===== src/rtl/toy_wb_merge.sv =====
// Writeback collector: per-source result FIFOs, round-robin merge onto one RF write port.
// Latency: an entry pushed in cycle t can appear on wb_* at t+1 at the earliest (no bypass).
// Backpressure: sources cannot be stalled; a push into a full FIFO is dropped and flagged in overflow_err.
module toy_wb_merge #(
    parameter int N_SRC            = 2,
    parameter int FIFO_DEPTH       = 4,
    parameter int PHY_REG_ID_WIDTH = 6,
    parameter int REG_WIDTH        = 32,
    parameter int INST_IDX_WIDTH   = 8
) (
    input  logic                                  clk,
    input  logic                                  rst_n,
    input  logic [N_SRC-1:0]                      src_vld,
    input  logic [N_SRC-1:0]                      src_rd_en,
    input  logic [N_SRC*PHY_REG_ID_WIDTH-1:0]     src_reg_index,
    input  logic [N_SRC*REG_WIDTH-1:0]            src_reg_val,
    input  logic [N_SRC*INST_IDX_WIDTH-1:0]       src_inst_idx,
    output logic [N_SRC-1:0]                      src_afull,
    input  logic                                  cancel_en,
    output logic                                  wb_vld,
    input  logic                                  wb_rdy,
    output logic                                  wb_reg_wr_en,
    output logic [PHY_REG_ID_WIDTH-1:0]           wb_reg_index,
    output logic [REG_WIDTH-1:0]                  wb_reg_val,
    output logic [INST_IDX_WIDTH-1:0]             wb_inst_idx,
    output logic                                  overflow_err
);

    localparam int PTR_W = $clog2(FIFO_DEPTH);
    localparam int CNT_W = PTR_W + 1;
    localparam int SRC_W = (N_SRC > 1) ? $clog2(N_SRC) : 1;

    typedef struct packed {
        logic                        rd_en;
        logic [PHY_REG_ID_WIDTH-1:0] reg_index;
        logic [REG_WIDTH-1:0]        reg_val;
        logic [INST_IDX_WIDTH-1:0]   inst_idx;
    } ent_t;

    // Storage and per-source FIFO bookkeeping
    ent_t             mem     [N_SRC][FIFO_DEPTH];
    logic [PTR_W-1:0] wr_ptr  [N_SRC];
    logic [PTR_W-1:0] rd_ptr  [N_SRC];
    logic [CNT_W-1:0] count   [N_SRC];
    ent_t             src_ent [N_SRC];

    logic [N_SRC-1:0] req;
    logic [N_SRC-1:0] push;
    logic [N_SRC-1:0] push_ok;
    logic [N_SRC-1:0] pop;

    // Arbitration state
    logic [SRC_W-1:0] rr_ptr;
    logic [SRC_W-1:0] rr_pick;
    logic [SRC_W-1:0] cand;
    logic [SRC_W-1:0] grant;
    logic [SRC_W-1:0] locked_src;
    logic             grant_lock;
    logic             found;
    int               j;
    ent_t             head;

    // Unpack the flat source buses into one entry per source
    always_comb begin
        for (int i = 0; i < N_SRC; i++) begin
            src_ent[i].rd_en     = src_rd_en[i];
            src_ent[i].reg_index = src_reg_index[i*PHY_REG_ID_WIDTH +: PHY_REG_ID_WIDTH];
            src_ent[i].reg_val   = src_reg_val[i*REG_WIDTH +: REG_WIDTH];
            src_ent[i].inst_idx  = src_inst_idx[i*INST_IDX_WIDTH +: INST_IDX_WIDTH];
        end
    end

    // Requesters are non-empty FIFOs; pushes arriving during a cancel are discarded
    always_comb begin
        for (int i = 0; i < N_SRC; i++) begin
            req[i]       = (count[i] != '0);
            push[i]      = src_vld[i] & ~cancel_en;
            src_afull[i] = (count[i] >= CNT_W'(FIFO_DEPTH - 1));
        end
    end

    // Round-robin search: first requester at or above rr_ptr, wrapping upward
    always_comb begin
        rr_pick = rr_ptr;
        cand    = rr_ptr;
        found   = 1'b0;
        j       = 0;
        for (int off = 0; off < N_SRC; off++) begin
            j = int'(rr_ptr) + off;
            if (j >= N_SRC) begin
                j = j - N_SRC;
            end
            cand = SRC_W'(j);
            if (!found && req[cand]) begin
                found   = 1'b1;
                rr_pick = cand;
            end
        end
    end

    // A stalled grant stays pinned to its source so wb_* cannot change under the consumer
    always_comb begin
        grant = grant_lock ? locked_src : rr_pick;
        head  = mem[grant][rd_ptr[grant]];
    end

    // Output handshake, pop decode and push acceptance (a full FIFO may take a push when it pops)
    always_comb begin
        wb_vld = (|req) & ~cancel_en;
        for (int i = 0; i < N_SRC; i++) begin
            pop[i]     = wb_vld & wb_rdy & (grant == SRC_W'(i));
            push_ok[i] = push[i] & ((count[i] < CNT_W'(FIFO_DEPTH)) | pop[i]);
        end
    end

    // Output fields come straight from the granted head and are zeroed when idle
    always_comb begin
        wb_reg_wr_en = wb_vld & head.rd_en;
        wb_reg_index = wb_vld ? head.reg_index : '0;
        wb_reg_val   = wb_vld ? head.reg_val   : '0;
        wb_inst_idx  = wb_vld ? head.inst_idx  : '0;
    end

    // FIFO pointers and occupancy; cancel empties every FIFO in one cycle
    always_ff @(posedge clk or negedge rst_n) begin
        if (!rst_n) begin
            for (int i = 0; i < N_SRC; i++) begin
                wr_ptr[i] <= '0;
                rd_ptr[i] <= '0;
                count[i]  <= '0;
            end
        end else begin
            for (int i = 0; i < N_SRC; i++) begin
                if (cancel_en) begin
                    wr_ptr[i] <= '0;
                    rd_ptr[i] <= '0;
                    count[i]  <= '0;
                end else begin
                    if (push_ok[i]) begin
                        wr_ptr[i] <= wr_ptr[i] + 1'b1;
                    end
                    if (pop[i]) begin
                        rd_ptr[i] <= rd_ptr[i] + 1'b1;
                    end
                    case ({push_ok[i], pop[i]})
                        2'b10:   count[i] <= count[i] + 1'b1;
                        2'b01:   count[i] <= count[i] - 1'b1;
                        default: count[i] <= count[i];
                    endcase
                end
            end
        end
    end

    // Entry storage; contents need no reset because occupancy gates every read
    always_ff @(posedge clk) begin
        for (int i = 0; i < N_SRC; i++) begin
            if (push_ok[i]) begin
                mem[i][wr_ptr[i]] <= src_ent[i];
            end
        end
    end

    // Round-robin pointer advances past the popped source; lock holds a stalled grant
    always_ff @(posedge clk or negedge rst_n) begin
        if (!rst_n) begin
            rr_ptr     <= '0;
            grant_lock <= 1'b0;
            locked_src <= '0;
        end else if (cancel_en) begin
            grant_lock <= 1'b0;
        end else if (|pop) begin
            grant_lock <= 1'b0;
            rr_ptr     <= (grant == SRC_W'(N_SRC - 1)) ? '0 : grant + 1'b1;
        end else if (wb_vld && !wb_rdy) begin
            grant_lock <= 1'b1;
            locked_src <= grant;
        end
    end

    // Sticky flag for any push lost to a full FIFO
    always_ff @(posedge clk or negedge rst_n) begin
        if (!rst_n) begin
            overflow_err <= 1'b0;
        end else if (|(push & ~push_ok)) begin
            overflow_err <= 1'b1;
        end
    end

endmodule


===== config.mk =====
export PLATFORM = sky130hd
export DESIGN_NAME = toy_wb_merge
export DESIGN_NICKNAME = d
export VERILOG_FILES = /design/src/rtl/toy_wb_merge.sv
export SDC_FILE = /design/constraint.sdc
export NUM_CORES = 1
export LEC_CHECK = 0
export ABC_AREA = 1
export BUFFER_PORTS_ARGS = -buffer_cell sky130_fd_sc_hd__buf_2
export CORE_MARGIN = 5
export CORE_UTILIZATION = 60
export DETAILED_ROUTE_END_ITERATION = 10
export MAX_ROUTING_LAYER = met4
export PLACE_DENSITY = 0.77
export SYNTH_ARGS = -nofsm -noshare
export SYNTH_HDL_FRONTEND = slang
export SYNTH_SLANG_ARGS = --single-unit

===== constraint.sdc =====
create_clock -name clk -period 4.8 [get_ports clk]
set_clock_uncertainty 0.2 [all_clocks]
set_input_delay 0.96 -clock clk [delete_from_list [all_inputs] [get_ports clk]]
set_output_delay 0.96 -clock clk [all_outputs]
set_load 0.02 [all_outputs]

==> flow_metrics.tcl <==
set metrics [dict create \
    drv_cap 0 \
    tns_ns 0 \
    clk_pin_slew_ns 0.06 \
    dr.pass1.iters 6 \
    pin_count 151 \
    clkSinkCount 394 \
    layout.cells.non_filler 2410 \
    status "complete, no violations" \
    numCtsBuffers 41 \
    grt_pass1_vias 12900 \
    start_util 0.6114 \
    dpl_cell_area_mm2 0.01938 \
    yosysMostFrequentCell "nand2_1" \
    critical_path_arrival_ns 3.33 \
    antenna_found_initial 9 \
    synth-edff-count 376 \
    seq_area_frac_synth 0.6445 \
    powerDensity_mw_per_mm2 646.1 \
    wl_per_cell_um 17.36 \
    wl_met3_um 3350 \
    min_period_ns 4.490 \
    die_height_um 184.3 \
    required_ns 3.64 \
    ant_nets 0 \
    drive_gt1_frac 0.1270 \
    nNetsFinal 2087 \
    clk_latency_ns 0.53 \
    syn_to_final_growth_pct 13.71 \
    critical_path_class "register to output pin" \
    fin_util 0.6953 \
    track_usage 0.2523 \
    postSynthCellCount 1859 \
    portBuffers 150 \
    drt-met1-wl_um 16890 \
    finalCritPeriodShare 0.9355 \
    ys.flop_type "edfxtp_1" \
    relSlewSlack 0.3686 \
    start_kind "register" \
    worst_pin_slew_ns 0.9472 \
    end_kind "output pin" \
    fin_ws_ns 0.3097 \
    crit_fanout 184 \
    p_leak_nw 9.283 \
    rsz0062_at_grt "false" \
    coreArea_mm2 0.02980 \
    syn_area_per_cell_um2 9.800 \
    dieArea_mm2 0.03395 \
    syn_nets 1969 \
    yosysTopAreaCell "edfxtp_1" \
    min_path_type "input port to async pin" \
    cts_buffer_depth 3 \
    highest_layer "met4" \
    grt_pass1_wl_um 65470 \
    rows 63 \
    finalSetupViolCount 0 \
    die_x_um 184.3 \
    netlist_top_cells_area "edfxtp_1 62%, nand2_1 15%, nand3b_1 5.8%, inv_1 5.5%, dfrtp_1 2.5%" \
    synth_cell_types 28 \
    async_flop_share 0.04569 \
    syn-cell-area_mm2 0.01822 \
    root_buffer "clkbuf_16" \
    ir_drop_mv 0.8177 \
    dp_slack_ns 0.6736 \
    ys_ff_latch 394 \
    gp_congestion 0.8268 \
    viasPerCell 5.308 \
    wl_met2_um 20510 \
    fmax_ghz 0.2227 \
    ys_top_cells_by_count "737 x nand2_1, 376 x edfxtp_1, 268 x inv_1, 141 x nand3b_1, 67 x nand3_1" \
    finalHoldViolations 0 \
    yosysWarnings 0 \
    final_max_slew_viol_count 0 \
    netlist.area_leader.share 0.6197 \
    routed_wl_um 41850 \
    num_vias 12790 \
    grt_max_degree 185 \
    dp.cells 2323 \
    overflow 0 \
    cts_hold_buf 0 \
    dp_hpwl_um 23190 \
    ctsHtreeMaxLevel 2 \
    design_area_mm2 0.02072 \
    dr.first_iter.drc_count 1064 \
    tritoncts "built" \
    route.detailed.drc 0 \
]
==> critical path, cell delays in order, from the launching register on <==
cell and delay [ns]:
dfrtp_1 0.41, inv_1 0.12, nand3_2 0.10, a21oi_2 0.25, nand2_8 0.23, nand2_8 0.20
buf_12 0.48, nand2_1 0.16, nand2_1 0.11, nand2_1 0.05, a21oi_1 0.16, nor2_1 0.10
buf_2 0.17
==> repair_timing <==
item | in CTS | in global routing
setup buffers | 0 | 0
resized for setup | 0 | 0
endpoints found under the setup margin | 0 | 14
==> cell type report <==
| type | count | area, um2 |
|---|---|---|
| fillers | 2172 | 9080 |
| diodes | 12 | 30.03 |
| clock buffers | 51 | 1106 |
| well taps | 390 | 488.0 |
| inverters | 272 | 1021 |
| multi-input cells | 1095 | 5090 |
| repair buffers | 173 | 1049 |
| flip-flops and latches | 394 | 11740 |
| clock inverters | 23 | 191.4 |
==> state kept, by name, summed over array words and instances, names as in the netlist <==
signal,cells
mem,376
count,6
rd_ptr,4
wr_ptr,4
grant_lock,1
locked_src,1
overflow_err,1
rr_ptr,1
==> per-layer routing <==
layer,track usage,up-vias
li1,-,6190
met1,0.3114,6004
met2,0.4225,518
met3,0.04559,81
met4,0.08903,0
met5,-,-
==> cell families (layout without fill, tap and decap cells) <==
kind of cell    after synthesis  after routing  synth area share
other cells                   0             12                 0
fa+ha+maj                    10             10          0.007692
xor+xnor                      1              1         0.0004808
simple gates               1015           1015            0.2448
flops                       394            394            0.6445
buf+inv                     371            519           0.08296
compound gates               68             69           0.01964
==> through the flow <==
step	power, mW	hold slack, ns
4_1_cts	13.41	0.1678
6_report	13.39	0.1735
2_1_floorplan	8.826	0.2336
3_3_place_gp	10.16	0.2471
3_5_place_dp	10.33	0.2653
5_1_grt	14.36	0.1852
==> layout by cell type (no fill, tap or decap), types with 13 or more instances in the layout <==
cell type	netlist	layout
buf_4	8	13
buf_2	47	150
a21oi_1	54	54
dfrtp_1	18	18
nor2_1	60	52
edfxtp_1	376	376
nand3b_1	141	141
nand3_1	67	67
clkbuf_16	0	43
nand2_1	737	735
inv_1	268	267
==> path summary, 6_finish.rpt <==
check,start,to,slack (ns),cells after the start
worst max-delay path,count[3]$_DFFE_PN0P_,wb_reg_val[20],0.31,12
worst min-delay path,rst_n,count[4]$_DFFE_PN0P_,0.17,1
worst max register to register,count[0]$_DFFE_PN0P_,mem[0][150]$_DFFE_PP_,1.11,11
worst min register to register,overflow_err$_DFFE_PN0P_,overflow_err$_DFFE_PN0P_,0.31,2
max in group asynchronous,rst_n,count[1]$_DFFE_PN0P_,3.91,1
min in group clk,overflow_err$_DFFE_PN0P_,overflow_err$_DFFE_PN0P_,0.31,2
==> power breakdown <==
part           leakage (nW)  switching, mW  internal [mW]
Clock                 0.622           1.27           1.80
Sequential             3.65         0.0796           4.03
Combinational          5.01           4.36           1.86
Total                  9.28           5.71           7.68
No activity file was read; power rests on OpenSTA's default activity.
